`src/rtl/uart_msg_tx.sv`:
```
// uart_msg_tx: UART transmitter that serialises a fixed parameter-defined message per start pulse
module uart_msg_tx #(
    parameter int CLK_DIV = 434,
    parameter int DATA_BITS = 8,
    parameter int PARITY = 0,
    parameter int STOP_BITS = 1,
    parameter int MSG_LEN = 4,
    parameter logic [MSG_LEN*DATA_BITS-1:0] MSG = "abcd",
    parameter int GAP_BITS = 2,
    localparam int CW = (MSG_LEN > 1) ? $clog2(MSG_LEN) : 1
) (
    input  logic          clk,
    input  logic          rst_n,
    input  logic          start,
    input  logic          repeat_en,
    output logic          txd,
    output logic          busy,
    output logic          done,
    output logic [CW-1:0] char_idx
);
    localparam int BDW = $clog2(CLK_DIV);
    localparam int BW = $clog2(DATA_BITS + STOP_BITS + GAP_BITS + 1);
    localparam logic [BDW-1:0] RELOAD = BDW'(CLK_DIV - 1);
    if (PARITY < 0 || PARITY > 2 || STOP_BITS < 1 || STOP_BITS > 2 || DATA_BITS < 5 ||
        DATA_BITS > 8 || CLK_DIV < 2 || MSG_LEN < 1 || GAP_BITS < 0) begin : g_bad_cfg
        $error("uart_msg_tx: unsupported parameter set");
    end
    typedef enum logic [2:0] {IDLE, START, DATA, PAR, STOP, GAP} state_t;
    state_t state;
    logic [BDW-1:0] cnt;
    logic [BW-1:0] bitc;
    logic [DATA_BITS-1:0] chr, sh;
    logic bit_end, par;
    // character 0 lives in the most significant slice of MSG
    always_comb begin
        chr = DATA_BITS'(MSG >> (DATA_BITS * (MSG_LEN - 1 - int'(char_idx))));
        par = (PARITY == 1) ? ^chr : ~^chr;
        bit_end = (cnt == '0);
    end
    always_ff @(posedge clk or negedge rst_n) begin
        if (!rst_n) begin
            state <= IDLE;
            txd <= 1'b1;
            busy <= 1'b0;
            done <= 1'b0;
            char_idx <= '0;
            cnt <= '0;
            bitc <= '0;
            sh <= '0;
        end else begin
            done <= 1'b0;
            cnt <= (state == IDLE || bit_end) ? RELOAD : cnt - 1'b1;
            case (state)
                IDLE: if (start && !done) begin
                    state <= START;
                    txd <= 1'b0;
                    busy <= 1'b1;
                    char_idx <= '0;
                end
                START: if (bit_end) begin
                    state <= DATA;
                    txd <= chr[0];
                    sh <= chr >> 1;
                    bitc <= '0;
                end
                DATA: if (bit_end) begin
                    if (bitc == BW'(DATA_BITS - 1)) begin
                        state <= (PARITY != 0) ? PAR : STOP;
                        txd <= (PARITY != 0) ? par : 1'b1;
                        bitc <= '0;
                    end else begin
                        txd <= sh[0];
                        sh <= sh >> 1;
                        bitc <= bitc + 1'b1;
                    end
                end
                PAR: if (bit_end) begin
                    state <= STOP;
                    txd <= 1'b1;
                end
                STOP: if (bit_end) begin
                    if (bitc != BW'(STOP_BITS - 1)) bitc <= bitc + 1'b1;
                    else if (int'(char_idx) < MSG_LEN - 1) begin
                        char_idx <= char_idx + 1'b1;
                        state <= START;
                        txd <= 1'b0;
                    end else begin
                        done <= 1'b1;
                        bitc <= '0;
                        if (!repeat_en) begin
                            state <= IDLE;
                            busy <= 1'b0;
                            char_idx <= '0;
                        end else if (GAP_BITS > 0) state <= GAP;
                        else begin
                            state <= START;
                            txd <= 1'b0;
                            char_idx <= '0;
                        end
                    end
                end
                GAP: if (bit_end) begin
                    if (bitc != BW'(GAP_BITS - 1)) bitc <= bitc + 1'b1;
                    else begin
                        state <= START;
                        txd <= 1'b0;
                        char_idx <= '0;
                        bitc <= '0;
                    end
                end
                default: state <= IDLE;
            endcase
        end
    end
endmodule
```
`config.mk`:
```
export PLATFORM = sky130hd
export DESIGN_NAME = uart_msg_tx
export DESIGN_NICKNAME = d
export VERILOG_FILES = /design/src/rtl/uart_msg_tx.sv
export SDC_FILE = /design/constraint.sdc
export NUM_CORES = 1
export LEC_CHECK = 0
export ABC_AREA = 0
export CAP_MARGIN = 20
export CORE_MARGIN = 5
export CORE_UTILIZATION = 55
export DETAILED_ROUTE_END_ITERATION = 7
export GPL_TIMING_DRIVEN = 0
export PLACE_DENSITY = 0.74
export SETUP_SLACK_MARGIN = 0.02
export SYNTH_ARGS = -nofsm -noshare
export SYNTH_HDL_FRONTEND = slang
export SYNTH_SLANG_ARGS = --single-unit
```
`constraint.sdc`:
```
create_clock -name clk -period 3.6 [get_ports clk]
set_input_delay 0.36 -clock clk [delete_from_list [all_inputs] [get_ports clk]]
set_output_delay 0.36 -clock clk [all_outputs]
set_load 0.05 [all_outputs]
```
==> results.md, run 1 <==
- Hold_ws: 0.4095 ns
- Rows: 19
- Port bufs: 8
- Antenna Cells: 0
- Critical path required time: roughly 3.8 ns
- Crit. End Element: register
- Clock power share: 0.189
- Most frequent cells in the layout: dfrtp_1 (26), nor2_1 (18), inv_1 (14), o21ai_0 (14), nand2_1 (14)
- Area delta synth->final: 10.12%
- Post-synthesis register bit count: 27
- Post-route design area: between 1500 and 2000 sq um
- Sequential area share after synthesis: 0.4243
- Hold_buf cts: 0
- Proportion of layout cells with a drive suffix above 1: 0.08995
- Via density: approximately 6
- Final setup viols: 0
- Drt pass-1 iters: 4
- Sink count of the clock tree: 27
- H-tree levels: 1
- Crit path launch: bitc[0]
- GRT Util Overall: 0.1724
- CTS tree: done
- Final setup TNS: 0 ns
- Final Skew: 0.008955 ns
- Die area: approximately 4100 sq um
- Ys flop type: dfrtp_1
- Most common cell after layout, fill and taps aside: dfrtp_1
- WL per Instance: between 10 and 15 um
- Crit path kind: register to register
- WP data arrival: 2.65 ns
- Setup bufs post-CTS: 0
- Reg-to-Reg End: char_idx[0]
- Hold WC Path Type: input port to asynchronous set/reset pin
- R2r worst-path depth: 7
- EDFF count, synth: 0
- Routing usage on met2: 0.3040
- Power per cell area: between 300 and 400 nW/um^2
- Sw frac: 0.3304
- Antenna-violating nets left: 0
- R2R setup slack: 1.18 ns
- Fmax: 413.0 MHz
- Vias in the first global route: about 1,300
- Outcome: finished clean
- Worst slew pin tran: roughly 0.65 ns
- Fillers: ~250
- Die H: between 60 and 70 um
- Combinational Power Share: 0.237
- Routed WL: 3.231 mm
- HPWL Detailed: 2.482 mm
- DRC Markers: 0
- Synthesized net count: 185
- Total congestion overflow: 0
- RSZ-0062 raised after global routing: no
- CP Capture Point: char_idx[0]
- Grt met1 use: 0.2156
- Total power: between 0.0006 and 0.0007 W
- Sequential share of power: 0.573
- CTS buffer count: 3
- Post-Synthesis Mean Instance Area: 9.064 sq um
- Ys async rst share: 1.000
- Die width: roughly 64 um
- Sw power: 0.0002286 W
- Leak: about 0.77 nW
- Met3 Usage GRT: 0.02277
- Worst setup SP type: register
- VDD IR max: about 0.00032 V
- Max clock buf depth: 2
- Netlist cell types: 46
- Initial Utilization: 0.5785
- Minimum clock period: around 2.4 ns
- Clock transition at path regs: 0.15 ns
- CTS root buf: clkbuf_4
- Fin crit share: 0.6727
- Final Hold Violating Endpoints: 0
- Slew margin rel.: 0.5665
- Max-cap viol count: 0
- Core box area: roughly 2800 sq um
- GRT busiest layer: met2
- Antenna violations before repair: 0
- Final Max Tran Viols: 0
- Largest net degree at the start of global routing: 16
- Dpl cell area: about 1700 sq um
- Layout net count: roughly 200
- Top Ports: 9
- Via Count: about 1,300
- First-pass GRT wire length: roughly 5.8 mm
- Cts repair resizes: 0
- Pint: about 0.00046 W
- Clock Latency Late Sink: about 0.33 ns
- Drt first-iter violations: 52
- Critical Path Fanout Max: 5
- Worst r2r src: bitc[0]
- Yosys warnings: 0
- Synthesized area: approximately 1600 sq um
- Syn Inst Count: roughly 180
- Placer congestion estimate: roughly 0.86
==> area by class of cell <==
cell class | count | area, sq um | area share
Timing Repair Buffer | 9 | 95.09 | 0.05413
Clock buffer | 3 | 22.52 | 0.01282
Tap cell | 31 | 38.79 | 0.02208
Clock inverter | 1 | 5.005 | 0.002849
Inverter | 14 | 52.55 | 0.02991
Buffer | 6 | 26.28 | 0.01496
Sequential cell | 27 | 676.9 | 0.3853
Multi-Input combinational cell | 129 | 839.6 | 0.4779
==> flip-flops by register name, indices dropped and copies added (netlist names) <==
| name | count |
|---|---|
| cnt | 9 |
| char_idx | 2 |
| busy | 1 |
| state | 3 |
| txd | 1 |
| sh | 6 |
| bitc | 4 |
| done | 1 |
==> power by group through the flow <==
stage | sequential [W] | combinational, W | clock (W)
6_report | 0.000397 | 0.000164 | 0.000131
3_5_place_dp | 0.000403 | 0.000165 | 0
5_1_grt | 0.000407 | 0.000190 | 0.000148
4_1_cts | 0.000397 | 0.000167 | 0.000136
2_1_floorplan | 0.000407 | 0.000107 | 0
3_3_place_gp | 0.000399 | 0.000155 | 0
==> cells by family after synthesis <==
group,after synthesis,share of synthesized area
multiplexers,5,0.03294
flip-flops,27,0.4243
AND/OR/NAND/NOR,71,0.2424
buffers and inverters,20,0.04941
XOR/XNOR,5,0.02746
adder cells (fa/ha/maj),5,0.03922
AO/OA/AOI/OAI,43,0.1843
==> how the worst min path moves through the flow <==
stage | startpoint | endpoint | slack (ns)
6_report | rst_n | state[2] | 0.41
2_1_floorplan | rst_n | bitc[0] | 0.06
3_3_place_gp | sh[5] | sh[5] | 0.48
3_5_place_dp | sh[5] | sh[5] | 0.49
4_1_cts | rst_n | state[2] | 0.41
5_1_grt | rst_n | state[2] | 0.43
==> layer usage <==
metal / part of all wire / routed length (um)
met1: 0.44 / 1430
met2: 0.50 / 1621
met3: 0.039 / 126
met4: 0.016 / 53
met5: 0 / 0
==> cell usage after synthesis, types with 3 or more instances <==
cell type | number | area (sq um)
a32o_1 | 3 | 30.03
o21ai_0 | 14 | 70.07
a31oi_1 | 3 | 18.77
mux2i_1 | 3 | 30.03
nand2_1 | 14 | 52.55
clkbuf_1 | 5 | 18.77
a21oi_1 | 8 | 40.04
nor3_1 | 7 | 35.03
xnor2_1 | 3 | 26.28
nand2b_1 | 4 | 25.02
ha_1 | 5 | 62.56
inv_1 | 14 | 52.55
dfrtp_1 | 26 | 650.6
nor2_1 | 18 | 67.56
nand3_1 | 6 | 30.03
or3_1 | 3 | 18.77
nor2b_1 | 4 | 25.02
==> stage by stage <==
stage,cells,setup WS [ns],utilization
final,220,1.178,0.6370
after global routing,220,0.9470,0.6370
after CTS,220,1.172,0.6370
after floorplan,176,1.401,-
after detailed placement,216,1.203,0.6270
after global placement,215,1.215,0.6216
==> worst max-delay path, cell delays in order (launching register included) <==
cell      delay (ns)
dfrtp_1         0.44
inv_1           0.11
ha_1            0.17
nor3b_1         0.52
a21boi_0        0.29
o21ai_0         0.13
a221oi_2        0.32
mux2_1          0.36
(Power assumes the default switching activity.)
==> run 2: changes to the inputs <==
clock period = 2.35 ns   (was 3.6 ns; I/O delays follow)
==> run 2 against run 1 <==
Compared with the run above:
- combinational power is 88% higher
- first-iteration DRC count is 48% higher
- wire length is 9.0% higher
- clock power is 56% higher
- non-clock buffer count is 9 higher
- core utilization is 3.7 points higher
- power is 61% higher
- clock skew hardly changed
- count of clock-buffer cells in the layout stayed put
- sequential cell count stayed put
- global-route usage is 0.92 points higher
- worst hold slack worse by 0.13 ns
- highest routed layer unchanged
==> results.md, run 2 (synthesized netlist as in run 1, its figures left out) <==
- Outcome: finished clean
- Initial Utilization: 0.5785 (unchanged)
- Drt pass-1 iters: 4 (unchanged)
- Placer congestion estimate: 0.8582 (unchanged)
- Final Skew: 0.008744 ns (-0.0002116 ns)
- Via Count: 1,361 (+4.9%)
- Crit. End Element: register
- Clock transition at path regs: 0.15 ns (about the same)
- Largest net degree at the start of global routing: 16 (unchanged)
- Critical path required time: 2.58 ns (-1.25 ns)
- Port bufs: 8 (unchanged)
- Top Ports: 9 (unchanged)
- Hold WC Path Type: input port to asynchronous set/reset pin
- Power per cell area: 601.1 nW/um^2 (+53%)
- Max clock buf depth: 2 (unchanged)
- Fin cells: 229 (+4.1%)
- Crit path launch: cnt[0]
- Antenna-violating nets left: 0 (unchanged)
- Clock Latency Late Sink: 0.33 ns (about the same)
- Sink count of the clock tree: 27 (unchanged)
- Final setup viols: 0 (unchanged)
- Die area: 4077 sq um (unchanged)
- Drt first-iter violations: 77 (+48%)
- Fin crit share: 0.9336 (+0.2610)
- Worst r2r src: cnt[0]
- DRC Markers: 0 (unchanged)
- Final Hold Violating Endpoints: 0 (unchanged)
- Vias in the first global route: 1,369 (+2.9%)
- Layout net count: 208 (+4.5%)
- WP data arrival: 2.43 ns (-0.22 ns)
- Antenna violations before repair: 0 (unchanged)
- Fmax: 455.8 MHz (+10%)
- Core box area: 2758 sq um (unchanged)
- GRT Util Overall: 0.1815 (+0.009168)
- Rows: 19 (unchanged)
- Critical Path Fanout Max: 5 (unchanged)
- VDD IR max: 0.0004941 V (+56%)
- # placed instances: 216 (unchanged)
- Final Max Tran Viols: 0 (unchanged)
- Worst slew pin tran: 0.6450 ns (-0.003214 ns)
- HPWL Detailed: 2.482 mm (unchanged)
- Proportion of layout cells with a drive suffix above 1: 0.1515 (+0.06157)
- Leak: 0.8176 nW (+6.4%)
- CTS buffer count: 3 (unchanged)
- H-tree levels: 1 (unchanged)
- Routed WL: 3.523 mm (+9.0%)
- Hold_buf cts: 0 (unchanged)
- Max reg flops: 9 (unchanged)
- Most frequent cells in the layout: dfrtp_1 (26), nor2_1 (18), o21ai_0 (14), nand2_1 (14), inv_1 (12)
- Top reg by flops: cnt
- Post-route design area: 1859 sq um (+5.8%)
- Minimum clock period: 2.194 ns (-0.2275 ns)
- WL per Instance: 15.38 um (+4.8%)
- First-pass GRT wire length: 6.051 mm (+4.8%)
- Top flop regs: cnt x9, sh x6, bitc x4
- Area delta synth->final: 16.55%
- CTS root buf: clkbuf_4
- Worst setup SP type: register
- Die H: 63.86 um (unchanged)
- Die width: 63.86 um (unchanged)
- Total congestion overflow: 0 (unchanged)
- Slew margin rel.: 0.5687 (+0.002149)
- Dpl cell area: 1729 sq um (unchanged)
- Max-cap viol count: 0 (unchanged)
- Via density: 5.943 (+0.81%)
- CTS tree: done
- Hold_ws: 0.2779 ns (-0.1315 ns)
- Most common cell after layout, fill and taps aside: dfrtp_1
- Crit path kind: register to register
- Antenna Cells: 0 (unchanged)
## run 2: path summary, 6_finish.rpt
check	end	slack (ns)	cells past startpoint
min in group clk	sh[3]	0.53	2
hold reg to reg	sh[3]	0.53	2
max in group asynchronous	cnt[8]	1.54	2
hold / removal	state[2]	0.28	1
setup / recovery	char_idx[1]	0.16	7
setup reg to reg	char_idx[1]	0.16	7
## run 2: stage by stage
step                       power, W  setup WS (ns)  utilization  TNS (ns)
after floorplan           0.0007864         0.1515            -         0
after CTS                  0.001085        0.05051       0.6525         0
final                      0.001118         0.1559       0.6742         0
after detailed placement  0.0008700       -0.04668       0.6270  -0.09110
after global placement    0.0008476       -0.03490       0.6216  -0.06841
after global routing       0.001197       -0.01650       0.6742  -0.01955
## run 2: final cells by class
cell class / count / area, sq um
clock inverters: 1 / 5.005
repair buffers: 18 / 162.7
flip-flops and latches: 27 / 676.9
well taps: 31 / 38.79
fillers: 228 / 898.4
clock buffers: 3 / 22.52
plain buffers: 6 / 26.28
multi-input cells: 129 / 874.6
inverters: 14 / 52.55
## run 2: power breakdown
group          switching [W]  internal [W]  leakage, nW  total [W]
sequential         0.0000678      0.000537        0.338   0.000604
combinational       0.000165      0.000143        0.462   0.000308
clock               0.000141     0.0000640       0.0177   0.000205
total               0.000374      0.000744        0.818    0.00112
## run 2: worst max-delay path, cell delays in order (launching register included)
cell and delay [ns]:
dfrtp_1 0.43, inv_2 0.08, ha_4 0.15, or4b_4 0.50, nor3_4 0.18, nand2_2 0.09
a221oi_4 0.30, mux2_1 0.35
## run 2: routing by layer
| layer | track usage | vias to the layer above | wire, um |
|---|---|---|---|
| met4 | 0.05714 | 0 | 57 |
| met3 | 0.02277 | 7 | 156 |
| li1 | - | 660 | - |
| met1 | 0.2268 | 654 | 1479 |
| met5 | 0 | - | 0 |
| met2 | 0.3229 | 40 | 1830 |
## run 2: what timing repair did
action / in CTS / in global routing
buffers inserted: 5 / 4
setup endpoints to repair: 3 / 12
pin swaps: 1 / 0
resized for setup: 1 / 7
